==> src/rtl/mux_nto1_pipe.sv <==
// NCH independent NIN:1 muxes feeding a two-entry valid/ready skid buffer (M + S registers).
// Define MUX_NTO1_SEL_CHECK_EN to build the sticky per-channel select-range error flags.
module mux_nto1_pipe #(
   parameter int NCH = 2,
   parameter int NIN = 8,
   parameter int W   = 1
) (
   input  logic                      clk,
   input  logic                      reset,
   input  logic                      in_vld,
   output logic                      in_rdy,
   input  logic [NCH*NIN*W-1:0]      in_data,
   input  logic [NCH*$clog2(NIN)-1:0] in_sel,
   output logic                      out_vld,
   input  logic                      out_rdy,
   output logic [NCH*W-1:0]          out_data,
   output logic [NCH-1:0]            out_err,
   output logic [1:0]                state_dbg
);

   localparam int SW = $clog2(NIN);

   // Handshake: a beat moves on a side exactly when that side's vld && rdy are both high
   // at a rising clk edge; vld never waits for rdy, and rdy never depends on out_rdy.
   typedef enum logic [1:0] {
      EMPTY = 2'd0,
      ONE   = 2'd1,
      FULL  = 2'd2
   } state_t;

   state_t             state;
   state_t             state_nxt;
   logic [NCH*W-1:0]   mux_res;
   logic [NCH*W-1:0]   m_q;
   logic [NCH*W-1:0]   s_q;
   logic               rdy_q;
   logic               accept;
   logic               pop;
   logic               m_load_new;
   logic               m_load_skid;
   logic               m_clear;
   logic               s_load;

`ifdef MUX_NTO1_SEL_CHECK_EN
   logic [NCH-1:0]     sel_bad;
   logic [NCH-1:0]     err_q;
`endif

   for (genvar c = 0; c < NCH; c++) begin : g_ch
      logic [W-1:0]  tbl [NIN];
      logic [SW-1:0] sel;

      assign sel = in_sel[c*SW +: SW];

      for (genvar i = 0; i < NIN; i++) begin : g_in
         assign tbl[i] = in_data[(c*NIN+i)*W +: W];
      end

      // Selects past the last input return zero rather than aliasing another input.
      assign mux_res[c*W +: W] = (int'(sel) < NIN) ? tbl[sel] : '0;

`ifdef MUX_NTO1_SEL_CHECK_EN
      assign sel_bad[c] = (int'(sel) >= NIN);
`endif
   end

   // in_rdy is a registered flag, gated only by reset so nothing is taken while reset is high.
   assign in_rdy    = rdy_q && !reset;
   assign accept    = in_vld && in_rdy;
   assign out_vld   = (state != EMPTY);
   assign pop       = out_vld && out_rdy;
   assign out_data  = m_q;
   assign state_dbg = state;

   always_comb begin
      state_nxt   = state;
      m_load_new  = 1'b0;
      m_load_skid = 1'b0;
      m_clear     = 1'b0;
      s_load      = 1'b0;
      case (state)
         EMPTY: begin
            if (accept) begin
               state_nxt  = ONE;
               m_load_new = 1'b1;
            end
         end
         ONE: begin
            if (accept && pop) begin
               m_load_new = 1'b1;
            end else if (accept) begin
               state_nxt = FULL;
               s_load    = 1'b1;
            end else if (pop) begin
               state_nxt = EMPTY;
               m_clear   = 1'b1;
            end
         end
         FULL: begin
            if (pop) begin
               state_nxt   = ONE;
               m_load_skid = 1'b1;
            end
         end
         default: begin
            state_nxt = EMPTY;
            m_clear   = 1'b1;
         end
      endcase
   end

   // M is cleared whenever the buffer drains so out_data reads zero while out_vld is low.
   always_ff @(posedge clk) begin
      if (reset) begin
         state <= EMPTY;
         rdy_q <= 1'b1;
         m_q   <= '0;
         s_q   <= '0;
      end else begin
         state <= state_nxt;
         rdy_q <= (state_nxt != FULL);
         if (m_load_new) begin
            m_q <= mux_res;
         end else if (m_load_skid) begin
            m_q <= s_q;
         end else if (m_clear) begin
            m_q <= '0;
         end
         if (s_load) begin
            s_q <= mux_res;
         end
      end
   end

`ifdef MUX_NTO1_SEL_CHECK_EN
   always_ff @(posedge clk) begin
      if (reset) begin
         err_q <= '0;
      end else if (accept) begin
         err_q <= err_q | sel_bad;
      end
   end

   assign out_err = err_q;
`else
   assign out_err = '0;
`endif

endmodule

==> config.mk <==
export PLATFORM = sky130hd
export DESIGN_NAME = mux_nto1_pipe
export DESIGN_NICKNAME = d
export VERILOG_FILES = /design/src/rtl/mux_nto1_pipe.sv
export SDC_FILE = /design/constraint.sdc
export NUM_CORES = 1
export LEC_CHECK = 0
export ABC_AREA = 1
export BUFFER_PORTS_ARGS = -buffer_cell sky130_fd_sc_hd__buf_2
export CAP_MARGIN = 10
export CORE_AREA = 2 2 42 44
export CTS_BUF_LIST = sky130_fd_sc_hd__clkbuf_16
export CTS_CLUSTER_DIAMETER = 200
export DETAILED_ROUTE_END_ITERATION = 6
export DIE_AREA = 0 0 44 46
export GPL_ROUTABILITY_DRIVEN = 1
export PLACE_DENSITY = 0.71
export SLEW_MARGIN = 5
export SYNTH_ARGS = -nofsm -noshare
export SYNTH_HDL_FRONTEND = slang
export SYNTH_SLANG_ARGS = --single-unit
==> constraint.sdc <==
create_clock -name clk -period 3.1 [get_ports clk]
set_input_delay 0.62 -clock clk [delete_from_list [all_inputs] [get_ports clk]]
set_output_delay 0.62 -clock clk [all_outputs]
set_load 0.05 [all_outputs]
---- Word-level counts from Yosys, hierarchy flattened ----
Cells that the tools add are included.
storage, ports and cells
  output and inout port bits .............. 8
  word-level logic and storage cells ...... 45
  register bits ........................... 7
cells by class
  mux-type cells .......................... 25
  $lt $le $gt $ge ......................... 2
  eq/ne operators ......................... 3
  bitwise logic cells ..................... 2
  reductions and logical operators ........ 9
operator list
  kind                count
  $mux 2              8
  $mux 1              12
  $ge 4x4->1 const B  2
  $not 3->4           2
  $bmux 1 s3          2
  $pmux 2 s3          1
  $logic_and 1x1->1   4
  $pmux 1 s2          2
  $reduce_bool 3->1   1
  $eq 2x1->1 const B  1
  $eq 2x2->1 const B  1
  $logic_not 2->1     1
  $ne 2x2->1 const B  1
  $reduce_bool 2->1   1
  $reduce_or 2->1     1
  $logic_not 1->1     1

---- Longest topological paths before layout ----
Gate-level depths: netlist (run 1).
  word-level depth ........................ 9
  depth in mapped cells ................... 8
  mapped depth without buffers ............ 8

---- Worst setup path after synthesis (run 1) ----
OpenSTA, ideal clock, no wires.
  path type ............................... flip-flop to output port
  start ................................... register state[0] (netlist: state_dbg[0])
  end ..................................... output port out_vld
  data required time ...................... 2.480 ns
  setup slack ............................. 1.313 ns
  cell stages (with the launch flop) ...... 3
  buffers on the path ..................... 0
  data arrival time ....................... 1.167 ns
  cell sequence ........................... dfxtp_1 > nor2_2 > inv_1
on the way
  word-level cells in the longest chain between the ends .. 1
ends and longest elaborated chain
  element                 RTL line  RTL
  from (decl)             31        state_t state;
  from (signal assigned)  120       state <= state_nxt;
  $reduce_bool 2->1       70        assign out_vld = (state != EMPTY);
  to (decl)               14        output logic out_vld,
No other way between the ends.

---- Worst setup path in the final report (run 1) ----
  start ................................... input port reset
  end ..................................... output port in_rdy
on the way
  word-level cells in the longest chain between the ends .. 2
ends and longest elaborated chain
  element            RTL line  RTL
  from (decl)        9         input logic reset,
  $logic_not 1->1    68        assign in_rdy = rdy_q && !reset;
  $logic_and 1x1->1  68
  to (decl)          11        output logic in_rdy,
No other way between the ends.

==> results.sh, run 1 <==
export IMPL_status="complete, no violations"
export IMPL_drcViolationCount=0
export IMPL_min_delay_start="out_data[0]"
export IMPL_ff_latch_area_sq_um=140.1
export IMPL_ys_flop_type="dfxtp_1"
export IMPL_r2r_start="state_dbg[0]"
export IMPL_final_setup_viol_count=0
export IMPL_critPathMaxFanout=3
export IMPL_die_area_sq_mm=0.002024
export IMPL_cts_sinks=7
export IMPL_start_kind="primary input"
export IMPL_syn_inst=107
export IMPL_fillers=161
export IMPL_grt_max_degree=7
export IMPL_place_gp_congestion=0.7218
export IMPL_worstPathCellList="buf_2, nor2_2, buf_2"
export IMPL_cp_common_cell="buf_2"
export IMPL_finalCriticalPeriod_ns=1.761
export IMPL_cts_buffers=3
export IMPL_synthDistinctLibCells=19
export IMPL_clock_fmax_mhz=567.8
export IMPL_p_per_area_mw_per_mm2=485.8
export IMPL_h_tree_depth=1
export IMPL_wl_per_cell_microns=9.146
export IMPL_io_buffer_count=31
export IMPL_dp_cells=154
export IMPL_antenna_found_initial=0
export IMPL_drt_first_pass_iters=4
export IMPL_via_per_inst=4.570
export IMPL_total_power_mw=0.4072
export IMPL_grt_overflow=0
export IMPL_synth_commonest_cells="28 x inv_1, 26 x nand2_1, 12 x nand3_1, 9 x nor2_1, 7 x dfxtp_1"
export IMPL_arrival_ns=1.14
export IMPL_synth_top_area_cell="dfxtp_1"
export IMPL_die_y_microns=46
export IMPL_dpl_worst_slack_ns=1.342
export IMPL_yosysTopAreaCellShare_pct=23.58
export IMPL_rows=15
export IMPL_dieWidth_microns=44
export IMPL_cp_slowest_cell="buf_2"
export IMPL_post_route_period_util_pct=56.82
export IMPL_grt_setup_unrepaired="false"
export IMPL_drtIter0Drc=10
export IMPL_worstSetupPathType="in2out"
export IMPL_cp_required_ns=2.48
export IMPL_hpwl_mm=1.181
export IMPL_cts_setup_buffers=0
export IMPL_root_buffer="clkbuf_16"
export IMPL_cap_violations=0
export IMPL_hold_buffers=0
export IMPL_clk_latency_ns=0.23
export IMPL_drive_gt1_share_pct=31.91
export IMPL_final_setup_tns_ns=0
export IMPL_cp_end_kind="output port"
export IMPL_grt_usage_pct=16.31
export IMPL_yosysSeqAreaShare_pct=23.58
export IMPL_leakagePower_nw=0.5273
export IMPL_ir_drop_mv=0.2079
export IMPL_synth_warning_count=0
export IMPL_synth_edf_count=0
export IMPL_core_area_sq_mm=0.001614
export IMPL_clockBufferDepth=2
export IMPL_holdPathEnd="out_data[0]"
export IMPL_synthTopCellsByArea="dfxtp_1 24%, inv_1 18%, nand2_1 16%"
export IMPL_fin_skew_ns=0.0007568
export IMPL_antenna_cells=0
export IMPL_nets=168
export IMPL_grt_pass1_wl_mm=2.380
export IMPL_vias=722
export IMPL_cts_tree="built"
export IMPL_hold_path_class="reg2reg"
export IMPL_reg2reg_slack_ns=1.97
export IMPL_final_cells=158
export IMPL_areaGrowthSynthToFinish_pct=41.05
export IMPL_synthArstFlopShare_pct=0
export IMPL_syn_cell_area_sq_um=594.3
export IMPL_grt_pass1_vias=662
export IMPL_synth_most_common_cell="inv_1"
export IMPL_ys_seq_elements=7
export IMPL_syn_area_per_cell_sq_um=5.554
export IMPL_io_pins=34
export IMPL_cts_resized=0
export IMPL_worst_r2r_endpoint="out_data[1]"
export IMPL_slew_viol_final=0
export IMPL_floorplan_initialDensity_pct=36.82
export IMPL_max_stage_delay_ns=0.28
export IMPL_hold_violations=0
export IMPL_worstRegToRegCells=6
export IMPL_dpl_cell_area_sq_um=759.5
export IMPL_final_setup_worst_slack_ns=1.339
export IMPL_antenna_left=0
export IMPL_clkSlewWorstSetupHoldPaths_ns=0.03
export IMPL_stdcell_area_sq_um=838.3
export IMPL_multi_input_area_sq_um=334.1
export IMPL_routed_wl_mm=1.445
export IMPL_min_path_cells=4
-- metal layers --
layer	wire [microns]	global-route usage (%)	share of wire [%]
met1	564	15.88	39
met3	58	5.159	4.0
met5	0	0	0
met2	782	29.41	54
met4	40	10.91	2.8
-- per-stage QoR --
stage | util [%] | hold WS (ns)
after floorplan | - | 0.4972
after global placement | 47.05 | 0.5131
after detailed placement | 47.05 | 0.5223
after CTS | 51.94 | 0.5287
after global routing | 51.94 | 0.5578
final | 51.94 | 0.5233
-- final cells by class --
class                   count  share of cell area (%)
clock buffers               3                   8.955
repair buffers             31                   18.51
well taps                  17                   2.537
inverters                  29                   12.99
flip-flops and latches      7                   16.72
multi-input cells          70                   39.85
clock inverters             1                  0.4478
-- report_power, final --
group          internal (mW)  leakage, nW  switching [mW]
sequential            0.0951       0.0571         0.00288
clock                  0.168       0.0423          0.0485
combinational         0.0317        0.428          0.0614
-- cells in the final DEF, fill, tap and decap left out, drive strengths merged --
cell type	n
clkbuf	3
buf	31
inv	30
or2	2
a31oi	1
nand2	28
nand3b	2
conb	2
nand4	1
o31ai	1
dfxtp	7
nand3	12
nor2	15
a21oi	4
o21ai	2
-- kinds of logic (layout without fill, tap and decap cells) --
| logic type | count (synthesis) | count (layout) | synth area share [%] |
|---|---|---|---|
| other | 1 | 2 | 0.6310 |
| DFF | 7 | 7 | 23.58 |
| and+or+nand+nor | 60 | 60 | 46.32 |
| AOI/OAI and AO/OA | 8 | 8 | 8.632 |
| buffers and inverters | 31 | 64 | 20.84 |
-- registers in the layout, summed over array words and instances (netlist names) --
register	flops
out_data	2
s_q	2
state_dbg	2
rdy_q	1
-- worst max path at each step --
stage                       from       to  depth (start not counted)
floorplan           state_dbg[0]  out_vld                          2
global placement           reset   in_rdy                          3
detailed placement         reset   in_rdy                          3
CTS                        reset   in_rdy                          3
global route               reset   in_rdy                          3
finish                     reset   in_rdy                          3
-- worst max-delay path: cells and delay by family --
family	cells	cell delay, ns
simple gates	1	0.13
buf+inv	2	0.39
No activity file was read; power rests on OpenSTA's default activity.
==> run 2, diff against run 1 <==
==> constraint.sdc (replaced) <==
create_clock -name clk -period 1.8 [get_ports clk]
set_input_delay 0.36 -clock clk [delete_from_list [all_inputs] [get_ports clk]]
set_output_delay 0.36 -clock clk [all_outputs]
set_load 0.05 [all_outputs]
==> run 2 against run 1 <==
Against the previous run: design area did not move; global-route usage fell by 1.3 points; clock skew hardly changed; register-to-register slack lost 1.3 ns; wire length decreased by 4.6%; first-iteration DRC count is 50% lower; sequential share of layout area unchanged; critical path type is now reg2out; critical endpoint is now out_vld; highest routed layer is now met3.
==> results.sh, run 2 (synthesis gave the netlist of run 1 again) <==
export IMPL_status="complete, no violations"
export IMPL_hold_path_class="in2reg"
export IMPL_grt_pass1_wl_mm=2.297
export IMPL_arrival_ns=1.09
export IMPL_wl_per_cell_microns=8.722
export IMPL_hpwl_mm=1.117
export IMPL_cap_violations=0
export IMPL_final_setup_tns_ns=0
export IMPL_hold_violations=0
export IMPL_dpl_worst_slack_ns=0.5608
export IMPL_nets=168
export IMPL_antenna_left=0
export IMPL_cp_end_kind="output port"
export IMPL_cts_setup_buffers=0
export IMPL_grt_overflow=0
export IMPL_p_per_area_mw_per_mm2=837.4
export IMPL_cp_required_ns=1.44
export IMPL_grt_usage_pct=15.05
export IMPL_antenna_cells=0
export IMPL_switching_share_pct=27.73
export IMPL_seq_power_share_pct=24.0
export IMPL_die_area_sq_mm=0.002024
export IMPL_leakagePower_nw=0.5273
export IMPL_final_common_cell="buf_2"
export IMPL_io_buffer_count=31
export IMPL_antenna_found_initial=0
export IMPL_critPathMaxFanout=6
export IMPL_floorplan_initialDensity_pct=36.82
export IMPL_grt_setup_unrepaired="false"
export IMPL_finalCriticalPeriod_ns=1.451
export IMPL_core_area_sq_mm=0.001614
export IMPL_fin_skew_ns=0.0009364
export IMPL_grt_max_degree=7
export IMPL_vias=702
export IMPL_cts_buffers=3
export IMPL_place_gp_congestion=0.7021
export IMPL_drtIter0Drc=5
export IMPL_cts_sinks=7
export IMPL_p_int_mw=0.5073
export IMPL_cts_resized=0
export IMPL_drcViolationCount=0
export IMPL_fillers=171
export IMPL_clkSlewWorstSetupHoldPaths_ns=0.04
export IMPL_worstSetupPathType="reg2out"
export IMPL_final_setup_worst_slack_ns=0.3489
export IMPL_p_clk_share_pct=53.3
export IMPL_start_kind="flop"
export IMPL_io_pins=34
export IMPL_via_per_inst=4.443
export IMPL_drt_first_pass_iters=4
export IMPL_die_y_microns=46
export IMPL_slew_viol_final=0
export IMPL_areaGrowthSynthToFinish_pct=41.05
export IMPL_h_tree_depth=1
export IMPL_rows=15
export IMPL_cts_tree="built"
export IMPL_routed_wl_mm=1.378
export IMPL_final_cell_mix="31 x buf_2, 29 x inv_1, 26 x nand2_1, 12 x nand3_1, 9 x nor2_1"
export IMPL_drive_gt1_share_pct=31.91
export IMPL_final_setup_viol_count=0
export IMPL_clockBufferDepth=2
export IMPL_grt_pass1_vias=667
export IMPL_pwr_share_comb_pct=22.7
export IMPL_clk_latency_ns=0.23
export IMPL_switchingPower_mw=0.1946
export IMPL_ir_drop_mv=0.6514
export IMPL_dieWidth_microns=44
export IMPL_root_buffer="clkbuf_16"
export IMPL_post_route_period_util_pct=80.62
export IMPL_clock_fmax_mhz=689.1
export IMPL_hold_buffers=0
[run 2: cell counts in the layout (fill, tap and decap cells not counted)]
Identical to the previous run, type by type.
[run 2: per-layer routing]
layer,routed length (microns),part of all wire (%),global-route usage (%)
met3,46,3.3,4.762
met1,547,40,14.15
met2,784,57,31.76
met4,0,0,1.818
met5,0,0,0
[run 2: path summary, 6_finish.rpt]
check	start	end	slack [ns]	depth (start not counted)
hold reg to reg	s_q[0]	s_q[0]	0.52	4
setup reg to reg	state_dbg[0]	out_data[0]	0.65	6
setup / recovery	state_dbg[0]	out_vld	0.35	3
hold / removal	reset	state_dbg[0]	0.33	2
[run 2: cell type report]
| cell class | count | area, sq um | share of cell area [%] |
|---|---|---|---|
| clock inverter | 1 | 3.754 | 0.4478 |
| tap | 17 | 21.27 | 2.537 |
| inverter | 29 | 108.9 | 12.99 |
| timing repair buffer | 31 | 155.1 | 18.51 |
| multi-input combinational | 70 | 334.1 | 39.85 |
| clock buffer | 3 | 75.07 | 8.955 |
| sequential | 7 | 140.1 | 16.72 |
[run 2: power groups by stage]
stage / Clock [mW] / Sequential [mW] / Combinational, mW
floorplan: 0 / 0.191 / 0.0906
detailed placement: 0 / 0.171 / 0.158
global route: 0.385 / 0.169 / 0.178
CTS: 0.379 / 0.169 / 0.160
global placement: 0 / 0.171 / 0.155
finish: 0.374 / 0.169 / 0.159
[run 2: worst max-delay path, stage by stage, from the launching register on]
cell and delay [ns]:
dfxtp_1 0.42, nor2_2 0.09, inv_1 0.08, buf_2 0.27
[run 2: through the flow]
step	util, %	hold WS [ns]	total power, mW	area [sq um]	cells
finish	51.94	0.3298	0.7020	838.3	158
global route	51.94	0.3429	0.7320	838.3	158
CTS	51.94	0.3265	0.7075	838.3	158
detailed placement	47.05	0.5200	0.3293	759.5	154
global placement	47.05	0.5132	0.3262	759.5	154
floorplan	-	0.4294	0.2821	598.1	108
